<file path="src/rtl/serv_nibble_pkg.sv">
// Shared types and constants for the SERV nibble-serial host sequencer.
package serv_nibble_pkg;

  typedef enum logic [3:0] {
    ST_RST_CHIP,
    ST_IDLE,
    ST_ADR,
    ST_FETCH_D,
    ST_DRD,
    ST_FETCH_I,
    ST_INSN,
    ST_CAP,
    ST_CPU_HI,
    ST_CPU_LO
  } state_e;

  localparam int NIBBLES = 8;
  localparam int NIB_W   = 4;

  // Eight low/high slot pairs followed by one low tail segment.
  localparam int SEGS = 2 * NIBBLES + 1;

  localparam logic SEL_DATA = 1'b0;
  localparam logic SEL_ADDR = 1'b1;

  // States that run one buf_clk phase on the shared engine.
  function automatic logic is_phase(input state_e s);
    return (s == ST_ADR) || (s == ST_DRD) || (s == ST_INSN);
  endfunction

  // buf_sel value the chip expects for a given phase state.
  function automatic logic phase_sel(input state_e s);
    return (s == ST_INSN) ? SEL_DATA : SEL_ADDR;
  endfunction

endpackage

</file>
<file path="src/rtl/nibble_phase_engine.sv">
// One 8-slot + tail buf_clk phase: shifts a 32-bit word out LSB nibble first
// while collecting the 32-bit word the chip shifts back, one slot behind.
module nibble_phase_engine
  import serv_nibble_pkg::*;
#(
  parameter int HALF = 1
) (
  input  logic                       i_clk,
  input  logic                       i_rst_n,
  input  logic                       i_start,
  input  logic [NIBBLES*NIB_W-1:0]   i_tx,
  input  logic [NIB_W-1:0]           i_nib_in,
  output logic                       o_buf_clk,
  output logic [NIB_W-1:0]           o_nib_out,
  output logic [NIBBLES*NIB_W-1:0]   o_rx,
  output logic                       o_done
);

  localparam int HCW = (HALF > 1) ? $clog2(HALF) : 1;

  logic                          r_run;
  logic [HCW-1:0]                r_hcnt;
  logic [4:0]                    r_seg;
  logic [(NIBBLES-1)*NIB_W-1:0]  r_rx;

  logic       w_half_end;
  logic       w_last_seg;
  logic       w_sample;
  logic [2:0] w_rx_idx;
  logic [2:0] w_tx_idx;

  // Even segments are buf_clk low, odd are high; segment 16 is the tail.
  assign w_half_end = (r_hcnt == HCW'(HALF - 1));
  assign w_last_seg = (r_seg == 5'(SEGS - 1));
  assign w_sample   = r_run && !r_seg[0] && w_half_end && (r_seg != 5'd0);
  assign w_rx_idx   = 3'(r_seg[4:1] - 4'd1);
  assign w_tx_idx   = r_seg[4] ? 3'd7 : r_seg[3:1];

  assign o_buf_clk = r_run && r_seg[0];
  assign o_nib_out = r_run ? i_tx[{w_tx_idx, 2'b00} +: NIB_W] : '0;
  assign o_done    = r_run && w_last_seg && w_half_end;
  // Nibble 7 arrives on the done cycle itself, so it is forwarded live.
  assign o_rx      = {i_nib_in, r_rx};

  // Slot/half-period sequencing of the phase.
  always_ff @(posedge i_clk or negedge i_rst_n) begin
    if (!i_rst_n) begin
      r_run  <= 1'b0;
      r_hcnt <= '0;
      r_seg  <= '0;
    end else if (i_start) begin
      r_run  <= 1'b1;
      r_hcnt <= '0;
      r_seg  <= '0;
    end else if (r_run) begin
      if (w_half_end) begin
        r_hcnt <= '0;
        r_seg  <= w_last_seg ? 5'd0 : r_seg + 5'd1;
        if (w_last_seg) r_run <= 1'b0;
      end else begin
        r_hcnt <= r_hcnt + HCW'(1);
      end
    end
  end

  // Collect nibbles 0..6 on the last low cycle of the following slot.
  always_ff @(posedge i_clk or negedge i_rst_n) begin
    if (!i_rst_n) begin
      r_rx <= '0;
    end else begin
      for (int k = 0; k < NIBBLES - 1; k++) begin
        if (w_sample && (w_rx_idx == 3'(k))) r_rx[k*NIB_W +: NIB_W] <= i_nib_in;
      end
    end
  end

endmodule

</file>
<file path="src/rtl/serv_nibble_host.sv">
// Host-side sequencer for the nibble-serial SERV port: per CPU step it reads
// the bus addresses, fetches data and instruction words, delivers them and
// clocks the CPU once.
module serv_nibble_host
  import serv_nibble_pkg::*;
#(
  parameter int HALF       = 1,
  parameter int RST_CYCLES = 16
) (
  input  logic        clk,
  input  logic        rst_n,
  input  logic        run,
  input  logic        step,
  output logic        busy,
  output logic        pad_cpu_clk,
  output logic        pad_buf_clk,
  output logic        pad_buf_sel,
  output logic        pad_rst,
  output logic [3:0]  pad_nib_out,
  input  logic [3:0]  pad_nib_in,
  output logic        mem_req,
  output logic [15:0] mem_addr,
  input  logic        mem_ack,
  input  logic [31:0] mem_rdata,
  output logic [15:0] ibus_adr,
  output logic [15:0] dbus_adr,
  output logic [31:0] dbus_dat,
  output logic        cap_valid
);

  state_e      r_state;
  state_e      w_next;
  logic [15:0] r_cnt;
  logic        r_sel;
  logic [31:0] r_data;
  logic [31:0] r_insn;
  logic [15:0] r_ibus;
  logic [15:0] r_dbus;
  logic [31:0] r_dat;

  logic        w_start;
  logic        w_done;
  logic        w_buf_clk;
  logic [3:0]  w_nib_out;
  logic [31:0] w_rx;
  logic [31:0] w_tx;
  logic        w_half_end;
  logic        w_mem_fire;

  assign w_half_end = (r_cnt == 16'(HALF - 1));
  assign w_mem_fire = mem_req && mem_ack;
  // The engine starts on the edge that enters a phase state, so the phase
  // occupies exactly the cycles spent in that state.
  assign w_start    = is_phase(w_next) && (w_next != r_state);

  nibble_phase_engine #(
    .HALF (HALF)
  ) u_engine (
    .i_clk     (clk),
    .i_rst_n   (rst_n),
    .i_start   (w_start),
    .i_tx      (w_tx),
    .i_nib_in  (pad_nib_in),
    .o_buf_clk (w_buf_clk),
    .o_nib_out (w_nib_out),
    .o_rx      (w_rx),
    .o_done    (w_done)
  );

  // State register and per-state cycle counter.
  always_ff @(posedge clk or negedge rst_n) begin
    if (!rst_n) begin
      r_state <= ST_RST_CHIP;
      r_cnt   <= '0;
    end else begin
      r_state <= w_next;
      r_cnt   <= (w_next != r_state) ? 16'd0 : r_cnt + 16'd1;
    end
  end

  // Next-state logic.
  always_comb begin
    w_next = r_state;
    case (r_state)
      ST_RST_CHIP: if (r_cnt == 16'(RST_CYCLES - 1)) w_next = ST_IDLE;
      ST_IDLE:     if (run || step) w_next = ST_ADR;
      ST_ADR:      if (w_done) w_next = ST_FETCH_D;
      ST_FETCH_D:  if (w_mem_fire) w_next = ST_DRD;
      ST_DRD:      if (w_done) w_next = ST_FETCH_I;
      ST_FETCH_I:  if (w_mem_fire) w_next = ST_INSN;
      ST_INSN:     if (w_done) w_next = ST_CAP;
      ST_CAP:      w_next = ST_CPU_HI;
      ST_CPU_HI:   if (w_half_end) w_next = ST_CPU_LO;
      ST_CPU_LO:   if (w_half_end) w_next = run ? ST_ADR : ST_IDLE;
      default:     w_next = ST_RST_CHIP;
    endcase
  end

  // Word shifted out by the current phase and the address presented to memory.
  always_comb begin
    w_tx     = '0;
    mem_addr = '0;
    case (r_state)
      ST_DRD:     w_tx = r_data;
      ST_INSN:    w_tx = r_insn;
      ST_FETCH_D: mem_addr = r_dbus;
      ST_FETCH_I: mem_addr = r_ibus;
      default:    ;
    endcase
  end

  // buf_sel only moves on a phase start, while buf_clk is still low.
  always_ff @(posedge clk or negedge rst_n) begin
    if (!rst_n) begin
      r_sel <= SEL_DATA;
    end else if (w_start) begin
      r_sel <= phase_sel(w_next);
    end
  end

  // Capture bus addresses, fetched words and store data.
  always_ff @(posedge clk or negedge rst_n) begin
    if (!rst_n) begin
      r_ibus <= '0;
      r_dbus <= '0;
      r_dat  <= '0;
      r_data <= '0;
      r_insn <= '0;
    end else begin
      if (r_state == ST_ADR && w_done) begin
        r_ibus <= w_rx[15:0];
        r_dbus <= w_rx[31:16];
      end
      if (r_state == ST_FETCH_D && w_mem_fire) r_data <= mem_rdata;
      if (r_state == ST_FETCH_I && w_mem_fire) r_insn <= mem_rdata;
      if (r_state == ST_INSN && w_done) r_dat <= w_rx;
    end
  end

  assign busy        = (r_state != ST_IDLE);
  assign pad_rst     = (r_state == ST_RST_CHIP);
  assign pad_cpu_clk = (r_state == ST_CPU_HI);
  assign pad_buf_clk = w_buf_clk;
  assign pad_buf_sel = r_sel;
  assign pad_nib_out = w_nib_out;
  assign mem_req     = (r_state == ST_FETCH_D) || (r_state == ST_FETCH_I);
  assign cap_valid   = (r_state == ST_CAP);
  assign ibus_adr    = r_ibus;
  assign dbus_adr    = r_dbus;
  assign dbus_dat    = r_dat;

endmodule

</file>
<file path="config.mk">
export PLATFORM = sky130hd
export DESIGN_NAME = serv_nibble_host
export DESIGN_NICKNAME = d
export VERILOG_FILES = /design/src/rtl/serv_nibble_pkg.sv /design/src/rtl/nibble_phase_engine.sv /design/src/rtl/serv_nibble_host.sv
export SDC_FILE = /design/constraint.sdc
export NUM_CORES = 1
export LEC_CHECK = 0
export BUFFER_PORTS_ARGS = -buffer_cell sky130_fd_sc_hd__buf_2
export CAP_MARGIN = 20
export CORE_MARGIN = 2
export CORE_UTILIZATION = 45
export CTS_CLUSTER_SIZE = 24
export DETAILED_ROUTE_END_ITERATION = 8
export GPL_TIMING_DRIVEN = 1
export PLACE_DENSITY = 0.68
export REMOVE_ABC_BUFFERS = 1
export SLEW_MARGIN = 10
export SYNTH_ARGS = -nofsm -noshare
export SYNTH_HDL_FRONTEND = slang
export SYNTH_SLANG_ARGS = --single-unit
export TNS_END_PERCENT = 20
</file>
<file path="constraint.sdc">
create_clock -name clk -period 2.2 [get_ports clk]
set_clock_uncertainty 0.05 [all_clocks]
set_input_delay 0.44 -clock clk [delete_from_list [all_inputs] [get_ports clk]]
set_output_delay 0.44 -clock clk [all_outputs]
set_load 0.02 [all_outputs]
</file>
### Yosys cells after proc, flatten, opt, wreduce, memory -nomap -nowiden

Cells that the tools add are included.

| word-level totals | value |
|---|---|
| register bits | 184 |
| output and inout bits | 91 |

| operators by class | value |
|---|---|
| add/subtract/negate cells | 4 |
| equality and inequality tests | 23 |
| shift-type cells | 1 |
| mux-type cells | 28 |
| bitwise gates (word level) | 1 |
| reduce and logical (&&, ||, !) cells | 30 |

Operators with widths:

| operator | count |
|---|---|
| 32-bit case mux with 2 select lines | 1 |
| 4-bit 2-to-1 mux | 10 |
| 4-bit case mux with 10 select lines | 1 |
| 16-bit case mux with 2 select lines | 1 |
| 32-bit by 6-bit variable part select with 4-bit output | 1 |
| 4-bit by 3-bit == test with 1-bit output, second input constant | 6 |
| 5-bit 2-to-1 mux | 4 |
| 1-bit logical AND | 19 |
| 16-bit by 1-bit adder with 16-bit output, second input constant | 1 |
| 16-bit by 4-bit == test with 1-bit output, second input constant | 1 |
| 16-bit zero test | 1 |
| 16-bit 2-to-1 mux | 1 |
| 4-bit by 2-bit == test with 1-bit output, second input constant | 3 |
| 3-bit == test, second input constant | 3 |
| 4-bit == test, second input constant | 2 |
| 1-bit 2-to-1 mux | 8 |
| 3-bit by 2-bit == test with 1-bit output, second input constant | 2 |
| 5-bit by 1-bit adder with 5-bit output, second input constant | 1 |
| 5-bit == test, second input constant | 1 |
| 5-bit nonzero test | 1 |
| 4-bit by 1-bit == test with 1-bit output, second input constant | 1 |
| 4-bit zero test | 1 |
| 1-bit logical OR | 4 |
| 4-bit by 1-bit != test with 1-bit output, second input constant | 1 |
| 12 further kinds | 12 |

### Longest topological paths before layout

Gate-level depths: netlist of run 1.

| depth | value |
|---|---|
| depth after elaboration | 11 |
| gate-level depth with buffers | 10 |

### Cells and area by module

From an unflattened synthesis of run 1, not the netlist that was laid out.

| unflattened totals | value |
|---|---|
| cells, all modules | 624 |
| area total of the unflattened synthesis | 8416.8 um^2 |

By module, submodules not included:

| module | times used | cells an instance | area each (um^2) | seq. area each (um^2) |
|---|---|---|---|---|
| serv_nibble_host | 1 | 470 | 6531.3 | 3728.6 |
| nibble_phase_engine | 1 | 154 | 1885.6 | 850.8 |

### Worst setup path before layout of run 1

Ideal clock, no wire load.

| timing path | value |
|---|---|
| path type | register to output |
| start point | register r_state[3] |
| end point | output pad_nib_out[0] |
| arrival time | 2.065 ns |
| path slack | -0.355 ns |
| cell stages (with the launch flop) | 10 |
| cell sequence | dfrtp_1 -> buf_6 -> nor2_1 -> and3_1 -> buf_2 -> buf_2 -> a22oi_1 -> a211oi_1 -> a21oi_1 -> a211oi_1 |

| on the way | value |
|---|---|
| word-level cells in the longest chain between the ends | 4 |

Ends and longest elaborated chain:

| item | line | RTL |
|---|---|---|
| from (decl) | serv_nibble_host.sv:31 | `state_e r_state;` |
| from (signal assigned) | serv_nibble_host.sv:76 | `r_state <= w_next;` |
| 4-bit by 3-bit == test with 1-bit output | serv_nibble_host.sv:103 | `case (r_state)` |
| 32-bit case mux with 2 select lines * | serv_nibble_host.sv:103 |  |
| 32-bit by 6-bit variable part select with 4-bit output * | nibble_phase_engine.sv:40 | `assign o_nib_out = r_run ? i_tx[{w_tx_idx, 2'b00} +: NIB_W] : '0;` |
| 4-bit 2-to-1 mux * | nibble_phase_engine.sv:40 |  |
| to (decl) | serv_nibble_host.sv:19 | `output logic [3:0] pad_nib_out,` |

Every way passes the cells marked *; elsewhere a longest branch is shown, timed or not.

### Worst setup path after layout of run 1

| timing path | value |
|---|---|
| start point | register r_state[0] |
| end point | output pad_nib_out[0] |

The elaborated chain is that of the path after synthesis.

==> results of run 1 <==
[power groups by stage]
stage	logic (mW)	registers, mW	clock network (mW)
2_1_floorplan	2.55	5.89	0
3_3_place_gp	4.91	5.37	0
3_5_place_dp	5.09	5.45	0
4_1_cts	5.74	5.42	2.94
5_1_grt	6.33	5.60	3.09
6_report	5.92	5.44	2.90
[cell families after synthesis]
kind of cell | share of synthesized area [%]
XOR/XNOR | 1.84
buffers and inverters | 2.85
adder cells (fa/ha/maj) | 0.771
AND/OR/NAND/NOR | 7.31
AO/OA/AOI/OAI | 8.84
multiplexers | 21.9
flip-flops | 56.5
[stage by stage]
| step | util [%] | setup TNS, ns |
|---|---|---|
| after floorplan | - | -61.00 |
| after global placement | 52.5 | -0.787 |
| after detailed placement | 52.5 | -3.90 |
| after CTS | 58.1 | -7.70 |
| after global routing | 59.1 | -11.62 |
| final | 59.1 | -9.15 |
[cell usage after synthesis (2+ instances only)]
master / number / share of area, %
nand2_1: 10 / 0.46
a211oi_1: 16 / 1.5
o21ai_1: 2 / 0.12
ha_1: 5 / 0.77
nor4_4: 3 / 0.79
a22o_1: 16 / 1.7
nor2_1: 27 / 1.2
inv_1: 9 / 0.42
a221oi_1: 16 / 1.7
dfrtp_1: 183 / 56
nand3_1: 9 / 0.56
and3_2: 2 / 0.19
clkbuf_1: 5 / 0.23
mux2_2: 152 / 21
a22oi_1: 16 / 1.5
buf_2: 23 / 1.4
a21oi_1: 17 / 1.0
xnor2_1: 8 / 0.86
xor2_1: 9 / 0.97
o21ai_0: 3 / 0.19
nor2_2: 2 / 0.15
and3_1: 12 / 0.93
or2_2: 4 / 0.31
buf_1: 2 / 0.093
nor3_1: 7 / 0.43
buf_4: 3 / 0.28
nor3_2: 2 / 0.25
buf_6: 3 / 0.42
nand4_1: 8 / 0.62
mux2_1: 5 / 0.69
nand2b_1: 3 / 0.23
[registers in the layout (all words and copies together), names as in the netlist]
signal          cells
dbus_dat           32
ibus_adr           16
r_state             4
r_cnt              16
u_engine.r_rx      28
r_data             32
r_insn             32
u_engine.r_run      1
pad_buf_sel         1
dbus_adr           16
u_engine.r_seg      5
[per-layer routing]
metal | part of all wire, % | global-route usage, % | wire, um
met1 | 43 | 25.6 | 8570
met2 | 50 | 36.4 | 10100
met3 | 5.0 | 4.50 | 1010
met4 | 1.9 | 6.23 | 380
met5 | 0 | 0 | 0
[final cells by class]
type                       count  area, um2  area share, %
clock inverter                13        124           1.17
antenna                        2       5.00         0.0474
sequential                   183       4580           43.4
inverter                       9       33.8          0.320
timing repair buffer         194       1500           14.2
multi-input combinational    378       3580           34.0
clock buffer                  18        439           4.16
tap                          229        287           2.72
[final timing paths]
path / endpoint / slack [ns] / cells past startpoint
worst max register to register: u_engine.r_run$_DFF_PN0_ / -0.13 / 9
max in group asynchronous: u_engine.r_run$_DFF_PN0_ / 1.00 / 3
worst min register to register: dbus_dat[16]$_DFFE_PN0P_ / 0.45 / 1
min in group asynchronous: u_engine.r_rx[25]$_DFFE_PN0P_ / 0.46 / 2
worst min-delay path: r_insn[2]$_DFFE_PN0P_ / 0.20 / 2
worst max-delay path: pad_nib_out[0] / -0.62 / 9
[worst max-delay path: cells and delay by family (launching register included)]
kind | cells | cell delay (ns)
buf+inv | 3 | 0.44
compound gates | 4 | 0.64
flops | 1 | 0.41
simple gates | 2 | 0.39
[timing repair]
item / in CTS / in global routing
hold buffers: 1 / 0
pin swaps: 30 / 31
setup endpoints to repair: 65 / 69
endpoints found under the hold margin: 40 / 0
buffers inserted: 7 / 7
gates resized for setup: 41 / 58
gates cloned: 6 / 4
==> run summary, run 1 <==
The flow ran to the end, but the final reports show violations. The final reports fail on setup timing. The logs give 4 for the first-pass iteration count of the detailed router and 1,422 for the number of inserted filler cells in the final layout.

The largest individual stage delay along the critical path comes from the cell dfrtp_1. Based on the critical path, the design can be clocked at up to 355 MHz. Switching portion of total power: 36.9%.

The clock reaches the later pin of the worst-skew pair after 0.43 ns. Row generation in the floorplan step produced 49 rows. The final count of pins violating max slew was 0; the remaining max-slew budget at the tightest pin was 70.4%. The tools report the final-layout worst hold slack as 0.203 ns. Tracing the worst setup path back leads to its startpoint at r_state[0]$_DFF_PN0_. The net count of the finished layout was 829; the minimum clock period after layout was 2.82 ns. The least setup slack across all paths after layout was -0.617 ns.

The analysis attributes to net switching a power of 5.26 mW. The die covers 19,100 um2. For this design the static power due to leakage is 5.15 nW. The average detailed-routed wire length per instance works out to 19.6 um. Share of the yosys chip area belonging to registers: 56.5%.

In the routed layout, each cell is associated on average with a via count of 5.60. Along the worst path, the maximum fanout reaches 7. The path class of the tightest hold or removal check is primary input to register.

The total I/O pin count was 132; the number of storage elements in the synthesis netlist was 183. The logs give 1,026 for the final cell count without fillers and 45.5% for the starting density of the core. The tools report the global-route total usage across every layer as 20.7%. In this run the tool buffered the top-level ports with 131 buffer cells. Synthesis produced a netlist whose cell count is 602. For the arrival time of the worst setup path, the log shows 2.33 ns.

The tools report the level count of the clock H-tree as 4. The total power per unit cell area came out at 1350 nW/um2. The data required time of the critical path is 1.71 ns.

For this block, the routed nets add up to 20,100 um of wire. The post-route total power was 14.3 mW; the detailed-route via count was 5,748. For the number of distinct library cells after synthesis, the log shows 51. In this run the most critical hold path is launched from mem_rdata[2]. The transition time at the pin with the least slew margin works out to 0.444 ns. The tree built by TritonCTS fans out to 183 sinks. The cell sitting at the root of the clock tree is a clkbuf_16. Traced cell by cell, the critical path runs through nor2_4 -> and3_4 -> buf_12 -> buf_16 -> a22oi_2 -> a21oi_2 -> a211oi_2 -> a211oi_2 -> buf_4.

The count of nets left with antenna violations once routing finished came out at 0. Detailed placement finished with a half-perimeter wire length of 12,600 um. The first global-routing pass estimated 31,600 um of wire. For this run, asynchronously set or reset flops after synthesis account for 100%. The die outline height was 138 um; the die span in x was 138 um. The part of the total power dissipated in combinational logic was 41.5%; the layout-stage area growth over the synthesis result was 30.1%.

In the layout the commonest cells are dfrtp_1, mux2_2, buf_2, buf_4, nor2_1. The library cell used most frequently in the layout, excluding fill and tap cells, is dfrtp_1. The largest net degree at the start of global routing was 51. The worst-case IR drop observed on VDD is 0.762 mV.

For the design area, the log shows 10,600 um2. The number of global-route vias before repair is 6,005. In the routed design, unresolved DRC markers number 0. The final weighted congestion in routability-driven placement was 0.856. The proportion of layout cells with a drive suffix above 1 is 55.7%. The post-route fraction of the period consumed by the critical path came out at 128%. TritonCTS created 17 clock buffers. The category of the worst setup path capture point is a primary output. The share of power burned in registers is 38.2%. STA classifies the critical path startpoint as a register.

The internal portion of the total power is 9.00 mW. The count of endpoints failing setup in the final report is 31. The tools report the worst setup slack after placement as -0.224 ns. Most used flip-flop cell after synthesis: dfrtp_1.

The type of the worst setup path is register to primary output. The number of instances in the placed design was 973; the clock transition at the register clock pins on the worst setup and hold paths after CTS was 0.07 ns. The Yosys step of the flow raised 0 warnings.

The logs give 0 for the final global-route overflow total and 0 for the final hold violation count. Counting along the longest clock path gives a buffer depth of 2. In this run, the clock network consumes 20.3% of the power. The run gives 228 as the number of DRC markers in iteration 0. The run gives 9360 um2 as the placed standard-cell area. Setup repair after global routing could not meet its margin everywhere. The netlist area before placement came out at 8110 um2. In this run the mean area of a mapped cell was 13.5 um2.

The largest single stage delay on the critical path is 0.41 ns. TritonCTS built the clock tree. Across the run, the number of max-cap violations was 0. By instance count, the cell type seen most on the critical path is a211oi_2.

In this run the critical register-to-register path is launched from r_state[3]$_DFF_PN0_. The number of enable-type register cells in the synthesized netlist is 0, and the initial antenna violation count is 1. The core region is 17,800 um2.
(Power assumes the default switching activity.)
==> inputs of run 2 (changes only) <==
--- a/config.mk
+++ b/config.mk
@@ -5,6 +5,7 @@
 export SDC_FILE = /design/constraint.sdc
 export NUM_CORES = 1
 export LEC_CHECK = 0
+export ABC_AREA = 1
 export BUFFER_PORTS_ARGS = -buffer_cell sky130_fd_sc_hd__buf_2
 export CAP_MARGIN = 20
 export CORE_MARGIN = 2
==> run summary, run 2 <==
The flow ran to the end, but the final reports show violations. The checks that failed: setup timing. The tools report the final cell count without fillers as 1,416.

The post-DP HPWL was 13,500 um. The number of cells on the worst reg-to-reg path is 13, and the biggest cell delay along the critical path is 0.43 ns. The first global-routing pass estimated 34,900 um of wire. The post-route fraction of the period consumed by the critical path came out at 119%. Derived from the worst setup path, the maximum achievable clock frequency is 382 MHz. The floorplan step defined a die boundary enclosing 19,400 um2. The most used flip-flop cell after synthesis was dfrtp_1. Final count of pins violating max slew: 0. In this run the power density over the cells is 1290 nW/um2.

After floorplanning, the core was divided into 49 placement rows. By area the synthesized netlist is led by dfrtp_1, nand2_1, o21ai_0. Sequential cells were found to cover 55.7% of the synthesized design area. Entering global routing, the biggest net connects 65 pins. In this run the static leakage power is 5.54 nW. Counting instances, the worst hold path has a depth of 3. Clock-pin slew was measured on the worst setup and hold paths at 0.07 ns. The DRC violations left was 0; the async set-reset flop share out of synthesis was 100%. Total I/O pin count: 132. The top cell types in the final layout, fill and taps aside, are nand2_1, dfrtp_1, o21ai_0, buf_2, inv_1. In this run the tightest slew margin relative to its limit is 61.9%. Traced cell by cell, the critical path runs through nor2_2 -> nand2_2 -> inv_4 -> clkbuf_16 -> nand2_2 -> nand3_1 -> nand3_1 -> nand3_1 -> nand2_1 -> a31oi_2 -> buf_4. The top fanout value on the critical path was 6. For the worst setup path, the data required time is 1.71 ns. The region available for standard cell placement spans 18,000 um2. Dividing the detail-routed wire length by the instance count gives 15.0 um.

The logs give -0.416 ns for the least setup slack across all paths after layout and 17 for the TritonCTS buffer count. The share of power burned in registers is 35.9%. The worst setup path is of the register to primary output kind. Combinational cells account for 39.0% of the total power. The logs give 8.57 mW for the internal power summed over all cells and 25 for the number of distinct library cells after synthesis. Most common cell after layout, fill and taps aside: nand2_1. Setup repair after global routing could not meet its margin everywhere.

For this run the aggregate overflow at the end of global routing stands at 0. Number of storage elements in the synthesis netlist: 183. Area share of the leading cell type in the synthesized netlist: 55.7%. Before antenna repair, the detailed router went through 5 iterations.

For the number of nets with antenna violations after detailed routing, the log shows 0. The path type of the worst min-delay path was primary input to register. Clock network power share: 25.2%. The Yosys step of the flow raised 0 warnings. The number of maximum-capacitance violations is 0, and the end-of-flow core utilization is 59.7%. Clock tree synthesis found a total of 183 sinks. The die span in x was 139 um.

The number of enable-type register cells in the synthesized netlist is 0. The commonest cells after synthesis are nand2_1, dfrtp_1, o21ai_0. The die is 139 um tall. The number of antenna diodes in the final layout is 0. The tree is rooted in a clkbuf_16. The tools report the placed standard-cell area as 9380 um2. The run gives 2.13 ns as the arrival time of the worst setup path. In this run switching power makes up 37.9% of total power. The initial antenna violation count was 0; the transition time at the pin with the least slew margin was 0.572 ns.

Summed over all layers, the routed wires come to 21,200 um. STA classifies the critical path endpoint as a primary output. The analysis attributes to net switching a power of 5.23 mW. After detailed routing, the number of vias per cell comes to 5.10. The final hold violation count came out at 0.

Port buffering added 131 buffers. For this configuration, the core starts out at a cell density of 45.8%. The number of placed instances, taps included, is 1,359. The number of DRC markers in iteration 0 is 478. For this run, the total global-route usage over all layers was measured as 22.2%. The largest total area in the synthesized netlist belongs to dfrtp_1.

The design area was 10,700 um2. The tools report the instance count of the mapped netlist as 1,004. TritonCTS built the clock tree.

The worst-case IR drop observed on VDD is 1.16 mV. The layout-stage area growth over the synthesis result is 30.5%, and the final weighted congestion in routability-driven placement is 0.836. The worst setup path is launched from a register.

The number of inserted filler cells in the final layout is 1,588, and the proportion of layout cells with a drive suffix above 1 is 24.7%. The routed layout has 7,218 vias. For the net count of the finished layout, the log shows 1,220. The most numerous cell type found on the critical path is nand3_1.

The clock passes through at most 2 buffers. The netlist area before placement was 8220 um2; the level count of the clock H-tree was 4. The critical path's slowest cell is dfrtp_1. The tools report the clock network latency to the later pin of the worst-skew pair as 0.42 ns.

By instance count, the leading cell after synthesis is nand2_1. Averaged over all synthesized cells, the footprint is 8.19 um2. The minimum clock period after layout is 2.62 ns, and the count of endpoints failing setup in the final report is 20. For the number of global-route vias before repair, the log shows 7,022.
## run 2: kinds of logic after synthesis
logic type | count (synthesis) | synth area share (%)
fa+ha+maj | 5 | 0.761
xor+xnor | 6 | 0.639
compound gates | 175 | 10.7
flops | 183 | 55.7
buf+inv | 153 | 7.35
simple gates | 482 | 24.8
## run 2: final cells by class
| class | count | area (um2) | area share [%] |
|---|---|---|---|
| timing repair buffer | 196 | 1510 | 14.1 |
| multi-input combinational | 668 | 3250 | 30.3 |
| inverter | 108 | 427 | 3.98 |
| sequential | 183 | 4580 | 42.7 |
| clock inverter | 14 | 233 | 2.17 |
| clock buffer | 18 | 439 | 4.09 |
| tap | 229 | 287 | 2.67 |
## run 2: metal layers
layer  vias to the layer above  track usage, %  part of all wire, %
li1                       3566               -                    -
met1                      3459            31.1                   47
met2                       161            35.1                   47
met3                        32            3.83                  3.8
met4                         0            7.60                  2.0
met5                         -               0                    0
## run 2: final timing paths
check	startpoint	end	slack [ns]
min in group asynchronous	rst_n	r_data[24]$_DFFE_PN0P_	0.43
max	r_state[0]$_DFF_PN0_	pad_nib_out[2]	-0.42
max reg2reg	r_state[0]$_DFF_PN0_	pad_buf_sel$_DFFE_PN0P_	0.04
min	pad_nib_in[2]	u_engine.r_rx[14]$_DFFE_PN0P_	0.19
max in group asynchronous	rst_n	u_engine.r_rx[11]$_DFFE_PN0P_	1.01
min reg2reg	dbus_dat[14]$_DFFE_PN0P_	dbus_dat[14]$_DFFE_PN0P_	0.43
## run 2: what timing repair did
item                                    4_1_cts  5_1_grt
gates resized for setup                      42       66
hold endpoints to repair                     34        0
endpoints found under the setup margin       17       30
pin swaps                                     4       33
gates cloned                                  4        2
hold buffers                                  1        0
buffers inserted                              8       14
## run 2: power by group through the flow
stage / sequential (mW) / combinational [mW] / clock (mW)
3_3_place_gp: 4.97 / 4.40 / 0
4_1_cts: 4.93 / 4.83 / 3.52
3_5_place_dp: 4.97 / 4.48 / 0
2_1_floorplan: 5.15 / 2.46 / 0
5_1_grt: 5.06 / 5.94 / 3.67
6_report: 4.95 / 5.38 / 3.47
## run 2: worst max-delay path, delay by kind of cell (launching register included)
kind / cells / cell delay (ns)
DFF: 1 / 0.43
buffers and inverters: 3 / 0.44
and+or+nand+nor: 7 / 0.64
AOI/OAI and AO/OA: 1 / 0.18
## run 2: metrics by stage
stage	hold slack (ns)	setup WS, ns	power [mW]	setup TNS [ns]
after floorplan	0.0944	-0.976	7.62	-61.97
after global routing	0.196	-0.531	14.7	-6.79
final	0.185	-0.416	13.8	-3.56
after detailed placement	0.329	0.0445	9.45	0
after global placement	0.327	0.0539	9.36	0
after CTS	0.171	-0.373	13.3	-2.35
==> inputs of run 3 (changes only) <==
--- a/config.mk
+++ b/config.mk
@@ -8,8 +8,9 @@
 export ABC_AREA = 1
 export BUFFER_PORTS_ARGS = -buffer_cell sky130_fd_sc_hd__buf_2
 export CAP_MARGIN = 20
-export CORE_MARGIN = 2
+export CORE_MARGIN = 3
 export CORE_UTILIZATION = 45
+export CTS_BUF_LIST = sky130_fd_sc_hd__clkbuf_8
 export CTS_CLUSTER_SIZE = 24
 export DETAILED_ROUTE_END_ITERATION = 8
 export GPL_TIMING_DRIVEN = 1
==> run summary, run 3 (synthesis gave the netlist of run 2 again) <==
The run finished, with violations left. The final reports fail on setup timing. Final count of pins violating max slew: 0.

After layout, the worst path uses 120% of the clock period. The tools report the area occupied by registers as 4580 um2. The first routing iteration left 538 violations. The logs give 2 for the maximum root-to-sink buffer count and 17 for the TritonCTS buffer count. The run gives 0.47 ns as the clock network latency to the later pin of the worst-skew pair. The switching portion of total power is 41.8%, and the arrival time of the worst setup path is 2.14 ns. The initial antenna violation count was 0; the final hold violation count was 0. For the number of nets with antenna violations after detailed routing, the log shows 0. The number of maximum-capacitance violations came out at 0. In the routed layout, each cell is associated on average with a via count of 5.09.

Total I/O pin count: 132. For the maximum operating frequency, the log shows 380 MHz. Type of the worst setup path: register to primary output.

IR analysis of the VDD net gives a maximum drop of 0.876 mV. The largest net degree at the start of global routing was 108; the area of the multi-input gates was 3390 um2. In the final layout, the share of cells above drive strength 1 is 26.3%. The tree built by TritonCTS fans out to 183 sinks. The logs give 0 for the final global-route overflow total and 17,600 um2 for the area inside the core boundary. From left edge to right edge, the die measures 141 um. The net switching power of the design is 5.37 mW, and the leakage component of the power is 5.39 nW.

First-pass iteration count of the detailed router: 5. For the part of the total power dissipated in combinational logic, the log shows 43.5%. Buffers placed on the I/O ports in this run total 131. The net count of the finished layout is 1,207, and the die area is 19,900 um2. The finished layout holds 1,399 standard cells, fillers aside. In this run the worst path has a maximum fanout of 7. The worst path in the final design needs a cycle of 2.63 ns, including I/O delays and setup. Setup repair after global routing could not meet its margin everywhere.

The worst setup path is captured at a primary output. The run gives 13,500 um as the post-DP HPWL. Row generation in the floorplan step produced 48 rows. The worst setup path is launched from a register. TritonCTS built the clock tree. The average detailed-routed wire length per instance is 15.1 um.

The starting density of the core was 46.7%. In this run the tightest slew margin relative to its limit is 59.4%. The logs give 6,675 for the number of global-route vias before repair and 1.71 ns for the data required time of the critical path. The level count of the clock H-tree was 4.

For this run, the total global-route usage over all layers was measured as 21.0%. The tools report the clock root buffer as clkbuf_8. For this run, design rule violations remaining after detail routing come to 0. Summing internal, switching and leakage power gives 12.8 mW. For this block, the via count after detailed routing is 7,119.

The die is 141 um tall. After detailed placement, the design holds a cell count of 1,354. 0 antenna diodes ended up in the layout. The final layout contains routed wiring with a total length of 21,100 um.

After clock tree synthesis, the clock-pin slew on the worst setup and hold paths is 0.11 ns. Total power per unit cell area: 1230 nW/um2. The final weighted congestion in routability-driven placement is 0.834, and the least setup slack across all paths after layout is -0.434 ns. Leaving out fill and tap cells, the most frequent cells in the layout are nand2_1, dfrtp_1, o21ai_0, buf_2, inv_1. Clock network power share: 17.7%. The path class of the tightest hold or removal check is primary input to register.

The logs give 21 for the count of endpoints failing setup in the final report and 7.48 mW for the internal power summed over all cells. After filler insertion, the fill cell instance count of the layout stands at 1,592. The most common cell after layout, fill and taps aside is nand2_1. Layout-stage area growth over the synthesis result: 26.8%. At the pin with the least slew margin, the transition time is 0.609 ns.

In this run, flip-flops and latches consume 38.8% of the power. The first global-routing pass estimated 33,900 um of wire.
run 3: cell count changes in the layout (fill, tap and decap cells not counted), moves of 3 or more:
cell	before	now
nand3_1	83	63
nand3_2	19	39
clkbuf_16	19	2
buf_4	53	37
clkbuf_8	1	17
buf_2	108	114
nand2_2	19	25
buf_12	15	10
nand2_1	283	278
bufinv_16	5	1
inv_6	3	6
run 3: final cells by class:
class | instances | area share (%)
Sequential cell | 183 | 43.9
Tap cell | 225 | 2.70
Clock inverter | 15 | 1.51
Multi-Input combinational cell | 668 | 32.5
Clock buffer | 17 | 2.24
Timing Repair Buffer | 183 | 13.1
Inverter | 108 | 4.04
run 3: power by group through the flow:
stage / clock [mW] / combinational [mW] / sequential (mW)
final: 2.28 / 5.58 / 4.98
after global routing: 2.47 / 6.18 / 5.08
after CTS: 2.34 / 4.70 / 4.91
after detailed placement: 0 / 4.48 / 4.97
after global placement: 0 / 4.40 / 4.95
after floorplan: 0 / 2.46 / 5.15
run 3: final timing paths:
| kind | end | from | depth (start not counted) | slack (ns) |
|---|---|---|---|---|
| max in group asynchronous | u_engine.r_rx[10]$_DFFE_PN0P_ | rst_n | 3 | 1.08 |
| max reg2reg | pad_buf_sel$_DFFE_PN0P_ | r_state[1]$_DFF_PN0_ | 15 | 0.16 |
| min in group asynchronous | r_data[24]$_DFFE_PN0P_ | rst_n | 2 | 0.25 |
| max | pad_nib_out[1] | r_state[0]$_DFF_PN0_ | 11 | -0.43 |
| min | u_engine.r_rx[14]$_DFFE_PN0P_ | pad_nib_in[2] | 3 | 0.13 |
| min reg2reg | dbus_dat[11]$_DFFE_PN0P_ | dbus_dat[11]$_DFFE_PN0P_ | 2 | 0.44 |
run 3: stage by stage:
step                util (%)  hold WS (ns)  cell area, um2  setup slack, ns  TNS [ns]
floorplan                  -        0.0944            8020           -0.976    -61.97
global placement        53.2         0.179            9360           0.0379         0
detailed placement      53.2         0.179            9360           0.0405         0
CTS                     56.6         0.108            9950           -0.461     -1.88
global route            59.3         0.132           10400           -0.522     -4.63
finish                  59.3         0.134           10400           -0.434     -2.61
run 3: worst max-delay path: stages, from the launching register on:
cell and delay [ns]:
dfrtp_1 0.45, nor2_2 0.18, nand2_2 0.10, clkinv_4 0.11, clkbuf_16 0.17, nand2_2 0.05, nand3_2 0.06, nand3_2 0.08
nand3_2 0.08, nand2_2 0.07, a31oi_4 0.18, buf_6 0.14
run 3: timing repair:
action / CTS / global route
buffers inserted: 0 / 8
hold buffers: 1 / 0
pin swaps: 11 / 35
gates resized for setup: 45 / 86
gates cloned: 2 / 2
endpoints found under the hold margin: 76 / 0
endpoints found under the setup margin: 22 / 23
run 3: per-layer routing:
| layer | wire length (um) | global-route usage (%) |
|---|---|---|
| met5 | 0 | 0 |
| met4 | 172 | 5.35 |
| met3 | 787 | 4.24 |
| met2 | 10300 | 32.7 |
| met1 | 9890 | 30.4 |
